--- src/rtl/hazard_pipe.sv ---
// E/M/W pipeline registers with bubble insertion on stall, per-stage result
// latency tracking for the hazard unit, and a saturating stall counter.
module hazard_pipe #(
    parameter int CNT_W = 32
) (
    input  logic             clk,
    input  logic             reset,
    input  logic             stall,
    input  logic [31:0]      D_instr,
    input  logic [31:0]      D_pc,
    input  logic             D_we,
    input  logic [4:0]       D_A3,
    input  logic [1:0]       D_Tnew,
    output logic [31:0]      E_instr,
    output logic [31:0]      M_instr,
    output logic [31:0]      W_instr,
    output logic [31:0]      E_pc,
    output logic [31:0]      M_pc,
    output logic [31:0]      W_pc,
    output logic             E_we,
    output logic             M_we,
    output logic             W_we,
    output logic [4:0]       E_A3,
    output logic [4:0]       M_A3,
    output logic [4:0]       W_A3,
    output logic [1:0]       E_Tnew,
    output logic [1:0]       M_Tnew,
    output logic [1:0]       W_Tnew,
    output logic             E_fwd,
    output logic             M_fwd,
    output logic             W_fwd,
    output logic [CNT_W-1:0] stall_cnt
);

    // Remaining latency counts down to zero and then sticks there.
    function automatic logic [1:0] dec(input logic [1:0] x);
        return (x == 2'd0) ? 2'd0 : x - 2'd1;
    endfunction

    logic d_writes;
    assign d_writes = D_we && (D_A3 != 5'd0);

    always_ff @(posedge clk) begin
        if (!reset) begin
            E_instr   <= '0;
            E_pc      <= '0;
            E_we      <= 1'b0;
            E_A3      <= '0;
            E_Tnew    <= '0;
            M_instr   <= '0;
            M_pc      <= '0;
            M_we      <= 1'b0;
            M_A3      <= '0;
            M_Tnew    <= '0;
            W_instr   <= '0;
            W_pc      <= '0;
            W_we      <= 1'b0;
            W_A3      <= '0;
            W_Tnew    <= '0;
            stall_cnt <= '0;
        end else begin
            // A bubble keeps D's PC so the stalled slot stays traceable.
            if (stall) begin
                E_instr <= 32'h0000_0000;
                E_pc    <= D_pc;
                E_we    <= 1'b0;
                E_A3    <= '0;
                E_Tnew  <= '0;
            end else begin
                E_instr <= D_instr;
                E_pc    <= D_pc;
                E_we    <= d_writes;
                E_A3    <= d_writes ? D_A3 : 5'd0;
                E_Tnew  <= D_Tnew;
            end

            M_instr <= E_instr;
            M_pc    <= E_pc;
            M_we    <= E_we;
            M_A3    <= E_A3;
            M_Tnew  <= dec(E_Tnew);

            W_instr <= M_instr;
            W_pc    <= M_pc;
            W_we    <= M_we;
            W_A3    <= M_A3;
            W_Tnew  <= dec(M_Tnew);

            if (stall && (stall_cnt != '1)) begin
                stall_cnt <= stall_cnt + CNT_W'(1);
            end
        end
    end

    assign E_fwd = E_we && (E_A3 != 5'd0) && (E_Tnew == 2'd0);
    assign M_fwd = M_we && (M_A3 != 5'd0) && (M_Tnew == 2'd0);
    assign W_fwd = W_we && (W_A3 != 5'd0) && (W_Tnew == 2'd0);

endmodule

--- config.mk ---
export PLATFORM = sky130hd
export DESIGN_NAME = hazard_pipe
export DESIGN_NICKNAME = d
export VERILOG_FILES = /design/src/rtl/hazard_pipe.sv
export SDC_FILE = /design/constraint.sdc
export NUM_CORES = 1
export LEC_CHECK = 0
export ABC_CLOCK_PERIOD_IN_PS = 2800
export BUFFER_PORTS_ARGS = -buffer_cell sky130_fd_sc_hd__buf_2
export CAP_MARGIN = 40
export CORE_ASPECT_RATIO = 0.75
export CORE_MARGIN = 2
export CORE_UTILIZATION = 40
export DETAILED_ROUTE_END_ITERATION = 12
export HOLD_SLACK_MARGIN = 0.03
export PLACE_DENSITY = 0.69
export SKIP_CTS_REPAIR_TIMING = 1
export SYNTH_ARGS = -nofsm -noshare
export SYNTH_HDL_FRONTEND = slang
export SYNTH_SLANG_ARGS = --single-unit
--- constraint.sdc ---
create_clock -name clk -period 2.8 [get_ports clk]
set_input_delay 0.14 -clock clk [delete_from_list [all_inputs] [get_ports clk]]
set_output_delay 0.14 -clock clk [all_outputs]
set_load 0.05 [all_outputs]
### Word level (Yosys, flattened, before mapping)

Index checks and enable logic that the tools add are counted.

* register bits after elaboration: 248
* output and inout port bits: 251

* $add $sub $neg: 3
* eq/ne operators: 1
* bitwise operators: 2
* reduce and logical (&&, ||, !) cells: 19

Operators with widths (number)
* 32-bit by 1-bit adder with 32-bit output, second input constant: 1
* 32-bit inequality test, second input constant: 1
* 5-bit nonzero test: 4
* 1-bit logical AND: 8
* 2-bit logical NOT: 3
* 2-bit OR reduction: 3
* 2-bit by 1-bit subtractor with 2-bit output, second input constant: 2
* 3-bit OR reduction: 1
* 1-bit inverter: 2

### Longest topological paths before layout

Gate-level depths: netlist of run 1.

* word-level depth: 4
* mapped depth: 8
* gate-level depth less buffers: 6

### Worst setup path after synthesis of run 1

Ideal clock, no wire load.

* path kind: reg2out
* start point: reg W_A3[0]
* end point: out W_fwd
* arrival: 2.472 ns
* data required time: 2.660 ns
* setup slack: 0.188 ns
* stages on the path, launching flop included: 4
* path buffers: 0
* path through: dfxtp_1 or4_1 nor2_1 nor4b_1

* cells in the longest elaborated chain, start to end: 3

Ends and longest elaborated chain
* from (decl): line 25 `output logic [4:0] W_A3,`
* from (signal assigned): line 58 `W_A3 <= '0;`
* from (signal assigned): line 86 `W_A3 <= M_A3;`
* 5-bit nonzero test: line 97 `assign W_fwd = W_we && (W_A3 != 5'd0) && (W_Tnew == 2'd0);`
* 1-bit logical AND (2 in series): line 97
* to (decl): line 31 `output logic W_fwd,`

Every way passes these cells.

### Worst setup path in the final report of run 1

* start point: reg stall_cnt[0]
* end point: reg stall_cnt[30]

* cells in the longest elaborated chain, start to end: 2
* elaborated cells between the ends (all ways): 3
* those cells by class: add/sub (1); eq/ne (1); reduce/logical (1)

Ends and longest elaborated chain
* from (decl): line 32 `output logic [CNT_W-1:0] stall_cnt`
* from (signal assigned): line 90 `stall_cnt <= stall_cnt + CNT_W'(1);`
* parallel branches: the longest is 2 deep, another holds 32-bit by 1-bit adder with 32-bit output

Several ways; the timed one is not identified.
A chain may end at the register's enable or synchronous reset.

==> results_dict.tcl, run 1 <==
set metrics [dict create \
    status "completed" \
    grt_pass1_vias 5092 \
    crit_path_max_incr_delay_ps 480 \
    top_usage_layer "met2" \
    tritoncts "yes" \
    synth_warnings 0 \
    synth_nets 744 \
    layout-drive-gt1-share 0.352 \
    cp_top_family "simple AND/OR/NAND/NOR gates" \
    synthCells 666 \
    place_area_mm2 0.00940 \
    hold_class "primary input to flip-flop" \
    crit_top_cell "and4_1" \
    place_inst 1210 \
    drt_iter0_markers 195 \
    diodes 0 \
    grt_usage 0.173 \
    grt_use_met2 0.284 \
    stdcell_count 1331 \
    grt_util_met3 0.0523 \
    drc_errors 0 \
    slew-limit-headroom 0.480 \
    sw_frac_of_total 0.246 \
    slew_viol_final 0 \
    core_mm2 0.0185 \
    clkSlewWorstSetupHoldPaths_ps 60 \
    p_comb_frac 0.097 \
    die-width_um 163 \
    io_buffers 325 \
    layout_min_cycle_time_ps 2230 \
    path_buf_inv 0 \
    grt_max_degree 100 \
    startpoint_type "flip-flop" \
    p_seq_frac 0.466 \
    clock_path_buffers 3 \
    die_area_mm2 0.0200 \
    worstSetupEndpointType "flip-flop" \
    clock_skew_ps 5.72 \
    power_density_mw_per_mm2 717 \
    fin_ws_ps 568 \
    slowest_stage "and4_1" \
    synth_cell_type_count 51 \
    place_congestion 0.779 \
    max_freq_ghz 0.448 \
    numCtsBuffers 24 \
    worstMarginPinSlew_ps 779 \
    path_class "flip-flop to flip-flop" \
    insertion_delay_ps 510 \
    clkPwrFrac 0.437 \
    wire_per_inst_um 14.8 \
    hold_viol 0 \
    drt-vias-per-instance 4.44 \
    finalSetupTns_ps 0 \
    synth_seq_area_share 0.657 \
    syn2layout_area_growth_pct 46.0 \
    ant_nets 0 \
    cts_root_buf "clkbuf_16" \
    ys_ff_latch 248 \
    worstPathCellList "ha_1 > and4_1 > and4_1 > nand4_2 > or3_1 > a21oi_1" \
    h-tree-depth 1 \
    num_rows 43 \
    die_h_um 123 \
    crit_fanout 8 \
    stdcell_area_mm2 0.0110 \
    synth_area_mm2 0.00756 \
    postSynthAreaPerCell_um2 11.3 \
    fill_cells 1536 \
    antenna_found_initial 0 \
    post-place-ws_ps 611 \
    start_util 0.408 \
    final_util 0.596 \
    setup_viol_count_final 0 \
    period_share 0.797 \
    clock-sinks 248 \
    routed_wl_mm 19.7 \
    grt_pass1_wl_mm 27.3 \
    dp_hpwl_mm 13.4 \
    maxCapViolCount 0 \
    p_leak_nw 5.41 \
    nets 1144 \
    power.internal_mw 5.96 \
    ioPinCount 326 \
    grt_use_met1 0.219 \
    vias 5909 \
    rsz0062_at_grt "false" \
    power.switching_mw 1.95 \
    cp.arrival_ps 2680 \
    dr.pass1.iters 4 \
    peakVddDrop_v 0.000435 \
    grt_overflow 0 \
    required_ps 3240 \
]
stage by stage:
step / total power [mW] / hold slack, ps
floorplan: 4.24 / 256
global route: 8.18 / 123
finish: 7.91 / 90.8
detailed placement: 4.45 / 342
global placement: 4.44 / 340
CTS: 7.89 / -196
Yosys cell counts (all sizes together):
cell	count	area [um2]
nand2	23	86.3
o211a	1	10.0
and3b	1	8.76
and4	4	35.0
mux2i	6	60.1
a2111oi	5	71.3
or4	6	48.8
o21bai	2	15.0
and2	206	1290
o41ai	1	8.76
xor2	3	26.3
xnor2	7	61.3
a21o	1	7.51
o31ai	1	7.51
nor4b	1	8.76
nand2b	8	50.1
a21oi	11	55.1
nor3	1	5.00
or2	2	12.5
nor2	22	82.6
buf	4	35.0
clkbuf	28	105
dfxtp	248	4960
o211ai	3	22.5
a211oi	1	7.51
o21a	1	7.51
or3	10	62.6
o311ai	1	8.76
clkinv	1	3.75
nand3	11	60.1
o311a	2	20.0
and3	7	43.8
ha	3	37.5
o21ai	8	43.8
nor4	5	52.6
nand4	11	90.1
inv	9	33.8
o31a	1	8.76
layer usage:
metal	vias up	routed length, um
met1	2686	8030
met2	226	9470
met4	0	549
li1	2963	-
met5	-	0
met3	34	1660
logic make-up (layout without fill, tap and decap cells):
group	after synthesis	count (layout)	synth area share
simple gates	318	318	0.256
flops	248	248	0.657
buf+inv	42	460	0.0235
compound gates	39	39	0.0389
xor+xnor	10	10	0.0116
mux	6	6	0.00795
fa+ha+maj	3	3	0.00497
state kept, by name, indices dropped and copies added (netlist names):
register	count
E_A3	5
E_Tnew	2
E_instr	32
E_pc	32
E_we	1
M_A3	5
M_Tnew	2
M_instr	32
M_pc	32
M_we	1
W_A3	5
W_Tnew	2
W_instr	32
W_pc	32
W_we	1
stall_cnt	32
power groups by stage:
stage                     Combinational [mW]  Sequential [mW]  Clock [mW]
after detailed placement               0.687             3.76           0
after global placement                 0.686             3.76           0
after CTS                              0.690             3.68        3.52
final                                  0.770             3.68        3.45
after global routing                   0.811             3.69        3.68
after floorplan                        0.117             4.13           0
layout by cell type (no fill, tap or decap), types with 2 or more instances in the layout:
master	instances
buf_2	324
inv_1	9
xor2_1	3
o21ai_1	4
o21ai_0	3
clkbuf_1	3
clkbuf_8	5
o211ai_1	3
clkinv_4	2
and4_1	4
nand4_1	9
and3_1	7
or3_1	10
nand2_1	23
nand3_1	10
or4_1	5
clkinv_2	4
ha_1	3
and2_1	206
clkbuf_16	24
or2_2	2
a2111oi_1	2
nor4_1	3
mux2i_1	6
nor2_1	21
dfxtp_1	248
o311a_1	2
a21oi_1	11
bufinv_16	4
o21bai_1	2
buf_4	4
xnor2_1	7
nand2b_1	8
dlygate4sd3_1	77
layout make-up:
type                       instances  area [um2]  share of cell area
tap                              247         309              0.0280
multi-input combinational        376        2420               0.219
inverter                          10        37.5             0.00340
sequential                       248        4960               0.450
clock inverter                    12         181              0.0164
timing repair buffer             406        2440               0.221
clock buffer                      32         681              0.0617
worst register-to-register path, stage by stage, from the launching register on:
cell and delay (ps):
dfxtp_1 410, ha_1 210, and4_1 290, and4_1 480, nand4_2 260, or3_1 360
a21oi_1 150
worst paths after layout:
check	cells past startpoint	endpoint	from	slack, ps
worst max register to register	6	stall_cnt[30]	stall_cnt[0]	570
worst min register to register	1	M_pc[5]	E_pc[5]	450
worst min-delay path	4	stall_cnt[16]	stall	90
worst max-delay path	6	stall_cnt[30]	stall_cnt[0]	570
(Power assumes the default switching activity.)
==> run 2, diff against run 1 <==
--- a/config.mk
+++ b/config.mk
@@ -5,7 +5,7 @@
 export SDC_FILE = /design/constraint.sdc
 export NUM_CORES = 1
 export LEC_CHECK = 0
-export ABC_CLOCK_PERIOD_IN_PS = 2800
+export ABC_CLOCK_PERIOD_IN_PS = 2300
 export BUFFER_PORTS_ARGS = -buffer_cell sky130_fd_sc_hd__buf_2
 export CAP_MARGIN = 40
 export CORE_ASPECT_RATIO = 0.75
==> constraint.sdc (replaced) <==
create_clock -name clk -period 2.3 [get_ports clk]
set_input_delay 0.115 -clock clk [delete_from_list [all_inputs] [get_ports clk]]
set_output_delay 0.115 -clock clk [all_outputs]
set_load 0.05 [all_outputs]
==> results_dict.tcl, run 2 (same netlist as run 1, synthesis figures left out) <==
set metrics [dict create \
    io_buffers 325 \
    grt_util_met3 0.0584 \
    slew_viol_final 0 \
    worstMarginPinSlew_ps 721 \
    worstPathCellList "ha_1 > and4_1 > and4_4 > nand4_2 > or3_1 > a21oi_1" \
    final_common_cell "buf_2" \
    crit_path_max_incr_delay_ps 410 \
    ant_nets 0 \
    required_ps 2740 \
    hold_class "primary input to flip-flop" \
    power.switching_mw 2.34 \
    clock_skew_ps 17.2 \
    start_util 0.408 \
    clock_path_buffers 3 \
    grt_max_degree 193 \
    startpoint_type "flip-flop" \
    place_inst 1218 \
    max_freq_ghz 0.486 \
    path_buf_inv 0 \
    critPathLaunch "stall_cnt[1]" \
    power_density_mw_per_mm2 870 \
    place_congestion 0.808 \
    maxCapViolCount 0 \
    core_mm2 0.0185 \
    antenna_found_initial 1 \
    final_util 0.601 \
    r2r_start "stall_cnt[1]" \
    power.internal_mw 7.33 \
    sw_frac_of_total 0.242 \
    numCtsBuffers 24 \
    die_area_mm2 0.0200 \
    die-width_um 163 \
    slew-limit-headroom 0.519 \
    num_rows 43 \
    r2r_cells 6 \
    drt-vias-per-instance 4.46 \
    power_mw 9.68 \
    wire_per_inst_um 15.1 \
    grt_pass1_wl_mm 28.2 \
    path_class "flip-flop to flip-flop" \
    grt_overflow 0 \
    hold_viol 0 \
    r2r-end "stall_cnt[28]" \
    worstSetupEndpointType "flip-flop" \
    tritoncts "yes" \
    die_h_um 123 \
    dp_hpwl_mm 13.2 \
    crit_cells 6 \
    grt_pass1_vias 5244 \
    crit_end "stall_cnt[28]" \
    rsz0062_at_grt "false" \
    grt_use_met2 0.288 \
    crit_fanout 8 \
    ioPinCount 326 \
    layout-drive-gt1-share 0.358 \
    cp_top_family "simple AND/OR/NAND/NOR gates" \
    routed_wl_mm 20.2 \
    vias 5969 \
    layout_common_cells "buf_2 (324), dfxtp_1 (248), and2_1 (206), dlygate4sd3_1 (77), clkbuf_16 (24)" \
    setup_viol_count_final 0 \
    status "completed" \
    stdcell_count 1339 \
    cp.arrival_ps 2490 \
    slowest_stage "dfxtp_1" \
    clkSlewWorstSetupHoldPaths_ps 60 \
    insertion_delay_ps 510 \
    layout_min_cycle_time_ps 2060 \
    p_leak_nw 5.46 \
    regToRegSetupSlack_ps 240 \
    clkPwrFrac 0.438 \
    drc_errors 0 \
    grt_usage 0.176 \
    syn2layout_area_growth_pct 47.2 \
    cts_root_buf "clkbuf_16" \
    top_usage_layer "met2" \
    h-tree-depth 1 \
    period_share 0.894 \
    peakVddDrop_v 0.000774 \
    p_comb_frac 0.098 \
    clock-sinks 248 \
    dr.pass1.iters 4 \
    nets 1152 \
    drt_iter0_markers 244 \
    finalSetupTns_ps 0 \
    grt_use_met1 0.224 \
    p_seq_frac 0.463 \
]
## run 2: cell count changes in the layout (fill, tap and decap cells not counted), sizes merged
| cell | delta |
|---|---|
| buf | +8 |
| clkinv | -2 |
| bufinv | +1 |
| diode | +1 |
## run 2: worst min-delay path, cell delays in order
cell	delay [ps]
buf_2	160
nand3_2	120
xor2_1	70
nor2_1	80
## run 2: final cells by class
type	count	area [um2]
repair buffers	414	2510
inverters	10	37.5
well taps	247	309
fillers	1539	7390
flip-flops and latches	248	4960
multi-input cells	376	2430
clock buffers	32	671
diodes	1	2.50
clock inverters	11	194
## run 2: worst min path at each step
| stage | startpoint | cells past startpoint | endpoint |
|---|---|---|---|
| after floorplan | D_we | 2 | E_we |
| after global routing | stall | 4 | stall_cnt[16] |
| after global placement | D_instr[8] | 2 | E_instr[8] |
| final | stall | 4 | stall_cnt[16] |
| after detailed placement | D_instr[2] | 2 | E_instr[2] |
| after CTS | D_instr[19] | 2 | E_instr[19] |
## run 2: layer usage
| metal | vias up | wire, um |
|---|---|---|
| met2 | 204 | 9680 |
| met5 | - | 0 |
| li1 | 2977 | - |
| met3 | 28 | 1520 |
| met1 | 2760 | 8610 |
| met4 | 0 | 397 |
## run 2: through the flow
step	area (um2)	hold WS (ps)	setup WS [ps]
after floorplan	7560	231	29.5
after global placement	9480	313	205
after detailed placement	9480	316	87.3
after CTS	10300	-224	66.0
after global routing	11100	84.6	85.4
final	11100	80.7	243
## run 2: power by group through the flow
stage	Clock, mW	Combinational [mW]	Sequential (mW)
final	4.24	0.952	4.48
after floorplan	0	0.142	5.02
after CTS	4.30	0.851	4.48
after global routing	4.52	1.00	4.49
after global placement	0	0.845	4.57
after detailed placement	0	0.848	4.58
